--- src/rtl/word_serializer_pkg.sv ---
// Shared types and constants for the word serializer.
// Also used by the receive-side datapath.
package word_serializer_pkg;

  localparam int DEF_WIDTH = 8;
  localparam int DEF_CNT_W = 8;

  typedef enum logic {
    ST_IDLE  = 1'b0,
    ST_SHIFT = 1'b1
  } state_t;

  // Bit counter width: enough to index WIDTH bits.
  function automatic int bcnt_w(input int w);
    return (w <= 2) ? 1 : $clog2(w);
  endfunction

endpackage

--- src/rtl/word_reverse.sv ---
// Combinational bit reversal of a WIDTH-bit word.
// Shared between the transmit and receive paths.
module word_reverse #(
  parameter int WIDTH = 8
) (
  input  logic [WIDTH-1:0] forward,
  output logic [WIDTH-1:0] reversed
);

  // Mirror bit i onto bit WIDTH-1-i.
  always_comb begin
    reversed = '0;
    for (int i = 0; i < WIDTH; i++) begin
      reversed[i] = forward[WIDTH-1-i];
    end
  end

endmodule

--- src/rtl/word_serializer.sv ---
// Parallel-to-serial transmitter with frame markers
// and a wrapping sent-frame counter.
module word_serializer
  import word_serializer_pkg::*;
#(
  parameter int WIDTH = DEF_WIDTH,
  parameter int CNT_W = DEF_CNT_W
) (
  input  logic             clk,
  input  logic             Reset,
  input  logic [WIDTH-1:0] din,
  input  logic             load_valid,
  output logic             load_ready,
  input  logic             lsb_first,
  input  logic             en,
  output logic             sout,
  output logic             sout_valid,
  output logic             frame_start,
  output logic             last,
  output logic [CNT_W-1:0] frames_sent,
  output logic             OV
);

  localparam int BCW = bcnt_w(WIDTH);
  localparam logic [BCW-1:0] LAST_IDX = BCW'(WIDTH - 1);

  state_t           state;
  logic [WIDTH-1:0] shreg;
  logic [BCW-1:0]   bit_cnt;
  logic [WIDTH-1:0] din_rev;

  word_reverse #(
    .WIDTH(WIDTH)
  ) u_rev (
    .forward (din),
    .reversed(din_rev)
  );

  // Load/shift FSM with all outputs registered.
  always_ff @(posedge clk or posedge Reset) begin
    if (Reset) begin
      state       <= ST_IDLE;
      load_ready  <= 1'b1;
      shreg       <= '0;
      bit_cnt     <= '0;
      sout        <= 1'b0;
      sout_valid  <= 1'b0;
      frame_start <= 1'b0;
      last        <= 1'b0;
      frames_sent <= '0;
      OV          <= 1'b0;
    end else begin
      sout_valid  <= 1'b0;
      frame_start <= 1'b0;
      last        <= 1'b0;
      OV          <= 1'b0;
      unique case (state)
        ST_IDLE: begin
          if (load_valid) begin
            shreg      <= lsb_first ? din_rev : din;
            bit_cnt    <= '0;
            state      <= ST_SHIFT;
            load_ready <= 1'b0;
          end
        end
        ST_SHIFT: begin
          if (en) begin
            sout        <= shreg[WIDTH-1];
            sout_valid  <= 1'b1;
            frame_start <= (bit_cnt == '0);
            last        <= (bit_cnt == LAST_IDX);
            shreg       <= {shreg[WIDTH-2:0], 1'b0};
            if (bit_cnt == LAST_IDX) begin
              bit_cnt     <= '0;
              state       <= ST_IDLE;
              load_ready  <= 1'b1;
              frames_sent <= frames_sent + CNT_W'(1);
              OV          <= &frames_sent;
            end else begin
              bit_cnt <= bit_cnt + BCW'(1);
            end
          end
        end
        default: begin
          state      <= ST_IDLE;
          load_ready <= 1'b1;
        end
      endcase
    end
  end

endmodule

--- config.mk ---
export PLATFORM = sky130hd
export DESIGN_NAME = word_serializer
export DESIGN_NICKNAME = d
export VERILOG_FILES = /design/src/rtl/word_serializer_pkg.sv /design/src/rtl/word_reverse.sv /design/src/rtl/word_serializer.sv
export SDC_FILE = /design/constraint.sdc
export NUM_CORES = 1
export LEC_CHECK = 0
export CAP_MARGIN = 30
export CORE_MARGIN = 2
export CORE_UTILIZATION = 35
export CTS_CLUSTER_SIZE = 10
export DETAILED_ROUTE_END_ITERATION = 7
export GPL_TIMING_DRIVEN = 0
export PLACE_DENSITY = 0.71
export SLEW_MARGIN = 20
export SYNTH_ARGS = -nofsm -noshare
export SYNTH_HDL_FRONTEND = slang
export SYNTH_SLANG_ARGS = --single-unit
export TNS_END_PERCENT = 50
--- constraint.sdc ---
create_clock -name clk -period 2.2 [get_ports clk]
set_clock_uncertainty 0.15 [all_clocks]
set_input_delay 0.33 -clock clk [delete_from_list [all_inputs] [get_ports clk]]
set_output_delay 0.33 -clock clk [all_outputs]
set_load 0.05 [all_outputs]
==> impl_metrics.env <==
export IMPL_syn_inst=109
export IMPL_antenna_found_initial=0
export IMPL_worst_path_max_delay_cell="clkdlybuf4s50_1"
export IMPL_clock_path_buffers=2
export IMPL_clock_latency_ns=0.32
export IMPL_combPwrFrac_pct=38.4
export IMPL_maxSlewHeadroom_pct=62.0
export IMPL_pwr_share_clk_pct=15.6
export IMPL_cap_violations=0
export IMPL_start_util_pct=36.6
export IMPL_layout_common_cells="dfrtp_1 (25), clkdlybuf4s50_1 (24), nand2_1 (10), inv_1 (10), mux2_2 (8)"
export IMPL_cpPeakStageDelay_ns=0.84
export IMPL_cp_end_kind="output port"
export IMPL_rsz0062_at_grt="false"
export IMPL_route_detailed_drc=0
export IMPL_ff2ff_setup_slack_ns=0.53
export IMPL_numClockSinks=26
export IMPL_cts_max_level=1
export IMPL_ios=27
export IMPL_critical_path_required_ns=1.72
export IMPL_tightest_slew_ns=0.570
export IMPL_grt_use_total_pct=13.3
export IMPL_synth_area_per_cell_um2=11.2
export IMPL_final_setup_viol_count=0
export IMPL_cts_tree="done"
export IMPL_drv_slew=0
export IMPL_cp_num_buf_inv=1
export IMPL_fp_dieW_um=63.0
export IMPL_timing_rr_end="frames_sent[5]"
export IMPL_fillers=322
export IMPL_placement_io_buffers=25
export IMPL_p_leak_nw=0.746
export IMPL_cp_endpoint="frames_sent[2]"
export IMPL_crit_chain="clkdlybuf4s50_1"
export IMPL_totalWireLength_um=2420
export IMPL_root_buffer="clkbuf_4"
export IMPL_drtIter0Drc=15
export IMPL_r2r_start="bit_cnt[0]"
export IMPL_post_route_period_util_pct=95.6
export IMPL_min_period_ns=2.10
export IMPL_fin_util_pct=47.4
export IMPL_path_max_fanout=5
export IMPL_fmax_mhz=475
export IMPL_via_count=893
export IMPL_cp_arrival_ns=1.62
export IMPL_grt_max_degree=27
export IMPL_setup_tns_ns=0
export IMPL_synth_seq_area_share_pct=53.4
export IMPL_hold_class="primary input to async pin"
export IMPL_place_gp_congestion=0.748
export IMPL_ys_ff_latch=26
export IMPL_ys_warn_count=0
export IMPL_path_depth=1
export IMPL_p_seq_share_pct=46.1
export IMPL_critPathTopFamily="buffers and inverters"
export IMPL_overflow=0
export IMPL_wire_per_inst_um=13.1
export IMPL_grt_pass1_wl_um=4290
export IMPL_synth_net_count=127
export IMPL_syn_cell_area_mm2=0.00122
export IMPL_firstDrtPassIters=4
export IMPL_reg2regPathDepth=5
export IMPL_p_switching_uw=581
export IMPL_numCtsBuffers=3
export IMPL_powerDensity_mw_per_mm2=974
export IMPL_vdd_ir_drop_max_v=0.000478
export IMPL_finish_net_count=158
export IMPL_final_common_cell="dfrtp_1"
export IMPL_status="complete, no violations"
export IMPL_total_power_mw=1.54
export IMPL_ant_nets=0
export IMPL_synth_cell_type_count=27
export IMPL_crit_type="flop to output port"
export IMPL_hold_viol_final=0
export IMPL_cp_startpoint="frames_sent[2]"
export IMPL_start_kind="flop"
export IMPL_dpl_hpwl_um=1780
export IMPL_first_global_vias=986
export IMPL_vias_per_cell=4.83
export IMPL_rows=21
export IMPL_cts_setup_buffers=0
export IMPL_fin_hold_ws_ns=0.193
export IMPL_swShare_pct=37.7
export IMPL_die_h_um=63.0
export IMPL_ctsHoldBuffers=0
export IMPL_fp_coreArea_mm2=0.00334
export IMPL_clk_pin_slew_ns=0.14
export IMPL_layout_drive_gt1_share_pct=16.5
export IMPL_power_internal_uw=960
export IMPL_num_antenna_cells=0
export IMPL_die_area_mm2=0.00397
export IMPL_syn2layout_area_growth_pct=29.6
## synth_stat cells
library cell	number	area share [%]
dfrtp_1	25	51
nand2_1	10	3.1
a211oi_1	1	0.62
inv_1	10	3.1
a21oi_1	6	2.5
nand2_2	1	0.51
a21o_1	1	0.62
mux2_2	8	7.4
o22ai_1	6	3.1
mux2i_4	1	1.8
nor3_1	4	1.6
a22o_2	2	1.6
xor2_1	5	3.6
nor3b_1	1	0.62
o21ai_0	1	0.41
nand3_1	4	1.6
nor2_1	5	1.5
dfstp_2	1	2.2
nand4_1	1	0.51
nand2b_1	1	0.51
xnor2_1	2	1.4
ha_1	5	5.1
buf_2	3	1.2
nand3_4	1	1.4
mux2i_1	2	1.6
inv_2	1	0.31
o31ai_1	1	0.62
## metal layers
metal  share of wire (%)  GRT usage [%]  up-vias  routed length [µm]
met1                  45           16.2      431                1080
met2                  48           22.6       24                1170
met5                   0              0        -                   0
met4                0.91           4.72        0                  22
met3                 6.0           3.42        4                 144
li1                    -              -      434                   -
## kinds of logic (layout without fill, tap and decap cells)
family | Yosys count | count (layout) | synth area share (%)
buffers and inverters | 14 | 44 | 4.62
xor gates and xnor gates | 7 | 7 | 5.03
muxes | 11 | 11 | 10.9
AOI/OAI and AO/OA | 18 | 18 | 9.44
DFF | 26 | 26 | 53.4
adders and majority gates | 5 | 5 | 5.13
and+or+nand+nor | 28 | 28 | 11.5
## timing repair
action / in CTS / in global routing
hold endpoints to repair: 0 / 0
endpoints found under the setup margin: 0 / 1
gates resized for setup: 0 / 1
## power by group through the flow
| stage | combinational [mW] | clock (mW) | sequential [mW] |
|---|---|---|---|
| after floorplan | 0.256 | 0 | 0.859 |
| after global placement | 0.572 | 0 | 0.711 |
| after detailed placement | 0.593 | 0 | 0.720 |
| after CTS | 0.597 | 0.245 | 0.711 |
| after global routing | 0.648 | 0.268 | 0.729 |
| final | 0.591 | 0.240 | 0.710 |
## worst min-delay path by stage
stage                     endpoint  slack (ns)  cells after the start
CTS                       shreg[0]        0.30                      3
detailed placement      load_ready        0.30                      2
finish              frames_sent[7]        0.19                      2
floorplan                       OV        0.22                      1
global placement        load_ready        0.30                      2
global route        frames_sent[5]        0.23                      2
## metrics by stage
step,setup slack (ns),area [µm²],std cells
2_1_floorplan,0.578,1220,109
3_3_place_gp,0.358,1530,180
3_5_place_dp,0.334,1530,180
4_1_cts,0.0483,1560,184
5_1_grt,0.0270,1580,185
6_report,0.0967,1580,185
## registers in the layout, summed over array words and instances, names as in the netlist
register,cells
OV,1
bit_cnt,3
frame_start,1
frames_sent,8
last,1
load_ready,1
shreg,8
sout,1
sout_valid,1
state,1
## final cells by class
type / instances / area, µm² / share of cell area (%)
Timing Repair Buffer: 26 / 268 / 16.9
Tap cell: 46 / 57.6 / 3.64
Multi-Input combinational cell: 69 / 512 / 32.4
Clock buffer: 4 / 36.3 / 2.29
Sequential cell: 26 / 652 / 41.2
Inverter: 11 / 41.3 / 2.61
Buffer: 3 / 15.0 / 0.949
Note: power is estimated with default switching activity, not from simulation.
